## src/rtl/mul_rs_scheduler.sv

```systemverilog
// Shares one multiplier among NUM_RS reservation stations: round-robin issue,
// tag pipe matched to the multiplier latency, and a credit-guarded CDB result queue.
module mul_rs_scheduler #(
    parameter int NUM_RS    = 3,
    parameter int TAG_W     = 4,
    parameter int MUL_LAT   = 0,
    parameter int OUT_DEPTH = 2
) (
    input  logic                      clk,
    input  logic                      rst,
    input  logic [NUM_RS-1:0]         rs_valid,
    input  logic [NUM_RS*32-1:0]      rs_a,
    input  logic [NUM_RS*32-1:0]      rs_b,
    input  logic [NUM_RS*TAG_W-1:0]   rs_tag,
    output logic [NUM_RS-1:0]         rs_grant,
    input  logic                      flush,
    output logic [31:0]               mul_a,
    output logic [31:0]               mul_b,
    input  logic [63:0]               mul_p,
    output logic                      cdb_req,
    output logic [TAG_W-1:0]          cdb_tag,
    output logic [63:0]               cdb_data,
    input  logic                      cdb_grant,
    output logic                      busy
);
    localparam int PTR_W = $clog2(NUM_RS);
    localparam int QP_W  = $clog2(OUT_DEPTH);
    localparam int QC_W  = $clog2(OUT_DEPTH + 1);

    logic [PTR_W-1:0] rr_ptr;
    logic [PTR_W-1:0] win;
    logic [PTR_W-1:0] cand;
    logic             found;
    logic             issue_ok;
    logic             do_issue;
    logic             do_push;
    logic             do_pop;
    logic [3:0]       occupancy;

    logic [MUL_LAT:0] stage_valid;
    logic [TAG_W-1:0] stage_tag [MUL_LAT+1];

    logic [TAG_W-1:0] q_tag  [OUT_DEPTH];
    logic [63:0]      q_data [OUT_DEPTH];
    logic [QP_W-1:0]  q_head;
    logic [QP_W-1:0]  q_tail;
    logic [QC_W-1:0]  q_count;

    function automatic logic [QP_W-1:0] ptr_next(input logic [QP_W-1:0] p);
        return (p == QP_W'(OUT_DEPTH - 1)) ? '0 : p + 1'b1;
    endfunction

    // Every issued op owns a queue slot until popped, so in-flight plus queued
    // work may never exceed the queue depth; same-cycle pops are not credited.
    always_comb begin
        occupancy = 4'(q_count);
        for (int i = 0; i <= MUL_LAT; i++) begin
            occupancy = occupancy + 4'(stage_valid[i]);
        end
        issue_ok = occupancy < 4'(OUT_DEPTH);
    end

    always_comb begin
        found = 1'b0;
        win   = '0;
        cand  = '0;
        for (int k = 1; k <= NUM_RS; k++) begin
            cand = PTR_W'((int'(rr_ptr) + k) % NUM_RS);
            if (!found && rs_valid[cand]) begin
                found = 1'b1;
                win   = cand;
            end
        end
        do_issue = issue_ok && !flush && found;
        rs_grant = '0;
        if (do_issue) begin
            rs_grant[win] = 1'b1;
        end
    end

    // CDB handshake: the head is offered while cdb_req is high and leaves the
    // queue on any cycle where cdb_req and cdb_grant are both high.
    assign do_push  = stage_valid[MUL_LAT] && !flush;
    assign do_pop   = (q_count != '0) && cdb_grant;
    assign cdb_req  = (q_count != '0);
    assign cdb_tag  = cdb_req ? q_tag[q_head]  : '0;
    assign cdb_data = cdb_req ? q_data[q_head] : '0;
    assign busy     = (|stage_valid) || cdb_req;

    always_ff @(posedge clk) begin
        if (rst) begin
            rr_ptr      <= PTR_W'(NUM_RS - 1);
            mul_a       <= '0;
            mul_b       <= '0;
            stage_valid <= '0;
            for (int i = 0; i <= MUL_LAT; i++) begin
                stage_tag[i] <= '0;
            end
            for (int i = 0; i < OUT_DEPTH; i++) begin
                q_tag[i]  <= '0;
                q_data[i] <= '0;
            end
            q_head  <= '0;
            q_tail  <= '0;
            q_count <= '0;
        end else begin
            if (do_issue) begin
                rr_ptr       <= win;
                mul_a        <= rs_a[int'(win)*32 +: 32];
                mul_b        <= rs_b[int'(win)*32 +: 32];
                stage_tag[0] <= rs_tag[int'(win)*TAG_W +: TAG_W];
            end
            for (int i = 1; i <= MUL_LAT; i++) begin
                stage_tag[i] <= stage_tag[i-1];
            end

            if (flush) begin
                stage_valid <= '0;
                q_head      <= '0;
                q_tail      <= '0;
                q_count     <= '0;
            end else begin
                stage_valid[0] <= do_issue;
                for (int i = 1; i <= MUL_LAT; i++) begin
                    stage_valid[i] <= stage_valid[i-1];
                end
                assert (!(do_push && !do_pop && q_count == QC_W'(OUT_DEPTH)));
                if (do_push) begin
                    q_tag[q_tail]  <= stage_tag[MUL_LAT];
                    q_data[q_tail] <= mul_p;
                    q_tail         <= ptr_next(q_tail);
                end
                if (do_pop) begin
                    q_head <= ptr_next(q_head);
                end
                case ({do_push, do_pop})
                    2'b10:   q_count <= q_count + 1'b1;
                    2'b01:   q_count <= q_count - 1'b1;
                    default: q_count <= q_count;
                endcase
            end
        end
    end
endmodule

```

## config.mk

```make
export PLATFORM = sky130hd
export DESIGN_NAME = mul_rs_scheduler
export DESIGN_NICKNAME = d
export VERILOG_FILES = /design/src/rtl/mul_rs_scheduler.sv
export SDC_FILE = /design/constraint.sdc
export NUM_CORES = 1
export LEC_CHECK = 0
export CAP_MARGIN = 5
export CORE_AREA = 2 2 158 160
export DETAILED_ROUTE_END_ITERATION = 7
export DIE_AREA = 0 0 160 162
export MAX_ROUTING_LAYER = met4
export PLACE_DENSITY = 0.79
export REMOVE_ABC_BUFFERS = 1
export SETUP_SLACK_MARGIN = 0.1
export SLEW_MARGIN = 10
export SYNTH_ARGS = -nofsm -noshare
export SYNTH_HDL_FRONTEND = slang
export SYNTH_SLANG_ARGS = --single-unit
```

## constraint.sdc

```tcl
create_clock -name clk -period 6.45 [get_ports clk]
set_clock_uncertainty 0.1 [all_clocks]
set_input_delay 1.6125 -clock clk [delete_from_list [all_inputs] [get_ports clk]]
set_output_delay 1.6125 -clock clk [all_outputs]
set_load 0.05 [all_outputs]
```

Yosys cells after proc, flatten, opt, wreduce, memory -nomap -nowiden
Memory sizes are Yosys's and may differ from the RTL's. A register that Yosys moved wholly into a read port is not among the register bits.
Cells that the tools add are included.

operators by class
  $add $sub $neg = 8
  divide/modulo/power cells = 3
  muxes and demuxes = 41
  eq/ne operators = 2
  shifts and indexed selects = 3
  reduce and logical (&&, ||, !) cells = 17
  $lt $le $gt $ge = 6

operators with widths
  kind                     number
  $shiftx A96 B8 Y32       2
  $mux W64                 2
  $mod A32 B3 Y32 const B  3
  $reduce_or A64 Y1        1
  $mux W1                  27
  $lt A2 B3 Y1 const B     4
  $mux W4                  3
  $shiftx A12 B5 Y4        1
  $reduce_or A4 Y1         2
  $logic_and A1 B1 Y1      7
  $add A2 B2 Y3 const B    2
  $bmux W1 S2              3
  $mux W2                  3
  $pmux W2 S2              1
  $reduce_bool A2 Y1       2
  $add A2 B1 Y3            1
  $add A2 B1 Y3 const B    1
  $logic_not A1 Y1         3
  $lt A3 B2 Y1 const B     1
  $mux W3                  1
  $add A1 B1 Y1 const B    2
  $add A2 B1 Y2 const B    1
  $demux W1 S2             1
  $eq A2 B1 Y1 const B     1
  5 further kinds          5

word-level totals
  input bits = 275
  memories = 3
  register bits = 71
  memory bits (writable) = 140
  word-level logic and storage cells = 90
  output and inout bits = 137

memories
  memory     words  width  read ports  clocked after memory_dff  wr ports  RTL line  source
  q_data     2      64     1           1                         2         44        logic [63:0] q_data [OUT_DEPTH];
  q_tag      2      4      1           1                         2         43        logic [TAG_W-1:0] q_tag [OUT_DEPTH];
  stage_tag  1      4      1           0                         1         41        logic [TAG_W-1:0] stage_tag [MUL_LAT+1];

Depth between registers and ports, before layout
  word-level depth = 17
  gate-level depth with buffers = 11
  depth with buffers taken out = 8

Worst setup path before layout
OpenSTA, ideal clock, no wires.

  path type = input to register
  start point = in flush
  end point = mem q_data[0][0] (enable)
  path slack = 713 ps
  setup time = 508 ps
  stages on the path = 3
  arrival = 5129 ps
  cells stage by stage = clkbuf_1 -> nand2b_1 -> o21bai_1

RTL lines
  item             RTL line  source
  start, declared  16        input logic flush,
  end, declared    44

Final worst setup path
  start point = in rs_valid[1]
  end point = out rs_grant[1]

between the ends
  longest elaborated chain between the ends = 14

RTL lines
  item                                                                RTL line  source
  start, declared                                                     11        input logic [NUM_RS-1:0] rs_valid,
  $bmux W1 S2                                                         69        if (!found && rs_valid[cand]) begin
  $mux W1 (not written as such)                                       69
  $mux W1                                                             69
  $logic_not A1 Y1                                                    69
  $logic_and A1 B1 Y1                                                 69
  $mux W1                                                             69
  $logic_not A1 Y1                                                    69
  $logic_and A1 B1 Y1                                                 69
  $mux W2                                                             69
  $lt A2 B3 Y1 (not written as such) or $ge A2 B1 Y1 (tied branches)  77        rs_grant[win] = 1'b1;
  $logic_and A1 B1 Y1 (not written as such)                           77
  $mux W1 (not written as such)                                       77
  $demux W1 S2                                                        77
  $mux W3 (*)                                                         76        if (do_issue) begin
  end, declared                                                       15        output logic [NUM_RS-1:0] rs_grant,

Every way passes the cells marked *; elsewhere a longest branch is shown, timed or not. The select of a mux whose other input is x is not followed.

==> results.yml <==
layout:
  layout-drive-gt1-share_pct: 6.31
  stdcell_area_sq_mm: 0.0158
  nNetsFinal: 1565
  n_fill_cell: 1943
  area_growth_pct: 46.8
global_routing:
  overflow: 0
  grt_max_degree: 101
  grtUsageTotal_pct: 24.9
  grt_pass1_vias: 9022
  grt_first_pass_wirelength_microns: 49400
  antenna_found_initial: 9
timing:
  finalHoldViolations: 0
  rsz0062_at_grt: "false"
  min_period_ns: 5.95
  relSlewSlack_pct: 25.3
  setup_tns_ns: 0
  setup-violations-final: 0
  timing.final.crit_share_pct: 92.2
  holdWs_ns: 0.398
  drv_slew: 0
  fmax_mhz: 168
  tightest_slew_ns: 1.12
setup_path:
  cp_data_arrival_time_ns: 4.23
  crit_family: "buffers and inverters"
  startpoint: "rs_valid[1]"
  required_ns: 4.74
  critPathLaunchType: "input pin"
  cp-end-kind: "output pin"
  reg2reg_from: "rr_ptr[1]"
  crit_type: "input pin to output pin"
  cp.depth: 6
  critPathMaxFanout: 17
  cp_slowest_stage_delay_ns: 0.87
  crit_top_cell: "clkdlybuf4s50_1"
  cpMaxStageDelayCell: "clkdlybuf4s50_1"
  path_cells: "clkdlybuf4s50_1 > mux2i_1 > o22ai_1 > o2bb2ai_4 > a211oi_1 > clkdlybuf4s50_1"
  reg2regPathDepth: 9
  worstPathBufferInverterCount: 2
drt:
  wl_per_cell_microns: 20.0
  drtIter0Drc: 508
  viasPerCell: 5.34
  first_pass_iters: 5
  route.detailed.drc: 0
  vias: 8720
  drt-total-wl_microns: 32600
  ant_nets: 0
synthesis:
  syn_area_per_cell_sq_um: 11.7
  netlist.area_leader.share_pct: 39.2
  ys_dominant_reg_cell: "edfxtp_1"
  ys_top_cells_by_count: "140 x edfxtp_1, 139 x mux2i_1, 137 x and2_1, 129 x nand3b_1, 72 x dfxtp_1"
  synth_area_leaders: "edfxtp_1 39%, dfxtp_1 13%, mux2i_1 13%"
  yosys_warnings: 0
  syn_area_sq_mm: 0.0107
  yosysMostFrequentCell: "edfxtp_1"
  synth_edf_count: 140
  ys_types: 43
  syn_inst: 919
  synthArstFlopShare_pct: 0
  ys_seq_area_share_pct: 52.6
  synth_area_leader_cell: "edfxtp_1"
  ys_ff_latch: 212
floorplan:
  ios: 412
  chipWidth_microns: 160
  core_sq_mm: 0.0241
  initial_utilization_pct: 44.5
  fp.dieH_microns: 162
  die_area_sq_mm: 0.0259
  rows: 57
cts:
  tritoncts: "done"
  cts_hold_buf: 0
  htree_levels: 1
  clock_path_buffers: 3
  cts_buffers: 23
  cts.clk_slew.worst_paths_ns: 0.06
  postCtsSetupBuffers: 0
  cts.sinks: 212
  clk_latency_ns: 0.50
  post_cts_resize_count: 0
  cts_root_buffer: "clkbuf_16"
place:
  place_area_sq_mm: 0.0151
  port_buffers: 411
  gp_congestion: 0.861
  dp_hpwl_microns: 22900
power_and_ir_drop:
  power.density_mw_per_mm2: 279
  vdd_drop_max_v: 0.000165
  p_leak_nw: 5.67
hold_path:
  hold_depth: 2
  min_path_type: "flip-flop to flip-flop"
  min_from: "mul_b[21]"
status:
  status: "complete, no violations"
flow_run:
  maxCapViolCount: 0
through the flow:
step	setup WS [ns]	utilization, %	total power, mW	cells
finish	0.504	65.4	4.39	1633
global route	0.430	65.4	4.57	1633
CTS	0.516	65.3	4.42	1624
detailed placement	0.529	62.5	3.21	1584
global placement	0.544	62.5	3.20	1584
floorplan	-3.35	-	2.69	834
worst register-to-register path, cell delays in order, from the launching register on:
cell	delay [ns]
dfxtp_1	0.34
inv_1	0.09
ha_1	0.39
mux2_1	0.39
mux2i_1	0.35
a31o_2	0.26
buf_4	0.62
a211o_2	0.88
buf_4	0.39
o221ai_1	0.15
sequential cells by signal, summed over array words and instances (netlist names), named ones only:
name and count:
q_count 2, q_head 1, mul_a 32, q_tail 1, mul_b 32, q_data 128
stage_valid 1, rr_ptr 2, q_tag 8, stage_tag 4
cell type report:
| cell class | instances | area [sq um] | share of cell area, % |
|---|---|---|---|
| clock buffers | 35 | 657 | 4.17 |
| inverters | 7 | 26.3 | 0.167 |
| diodes | 9 | 22.5 | 0.143 |
| multi-input cells | 615 | 4750 | 30.2 |
| clock inverters | 5 | 22.5 | 0.143 |
| flip-flops and latches | 212 | 5650 | 35.9 |
| repair buffers | 426 | 4220 | 26.8 |
| well taps | 324 | 405 | 2.57 |
cells by family after synthesis:
group,synth area share [%]
buf+inv,3.72
fa+ha+maj,0.583
flops,52.6
mux,13.1
xor+xnor,0.408
simple gates,21.1
compound gates,8.53
power by group:
part	internal, mW	switching (mW)
logic	0.592	0.922
registers	1.60	0.0748
clock network	0.697	0.506
total	2.89	1.50
per-layer routing:
metal | global-route usage, % | part of all wire [%] | vias up
met5 | - | 0 | -
met4 | 9.83 | 3.2 | 0
met3 | 6.87 | 8.4 | 55
met2 | 42.5 | 51 | 364
met1 | 27.9 | 38 | 4176
li1 | - | - | 4125
final timing paths:
check,to,slack [ns]
worst min-delay path,mul_b[21],0.40
worst max-delay path,rs_grant[1],0.50
worst min register to register,mul_b[21],0.40
worst max register to register,mul_a[10],2.33
layout by cell type, fill, tap and decap left out, types with 2 or more instances in the layout:
cell type        count
a211o_1              3
nor2_1              70
or2_2                2
nand2b_1             6
ha_1                 5
clkinv_1             2
mux2i_1            139
clkinv_2             3
o221ai_2            20
clkbuf_16           23
buf_4               17
xnor2_1              4
and2_1             137
edfxtp_1           140
o22ai_1              5
clkbuf_8             3
o21ai_0              4
a221oi_1             2
nor3_2               2
clkbuf_2             2
diode_2              9
inv_1                7
o221ai_1            44
clkbuf_1             6
nand3b_1           129
nor3_1               5
nor2b_1              2
clkdlybuf4s50_1    409
a21oi_1              7
dfxtp_1             71
nand2_1              9
Note: power is estimated with default switching activity, not from simulation.
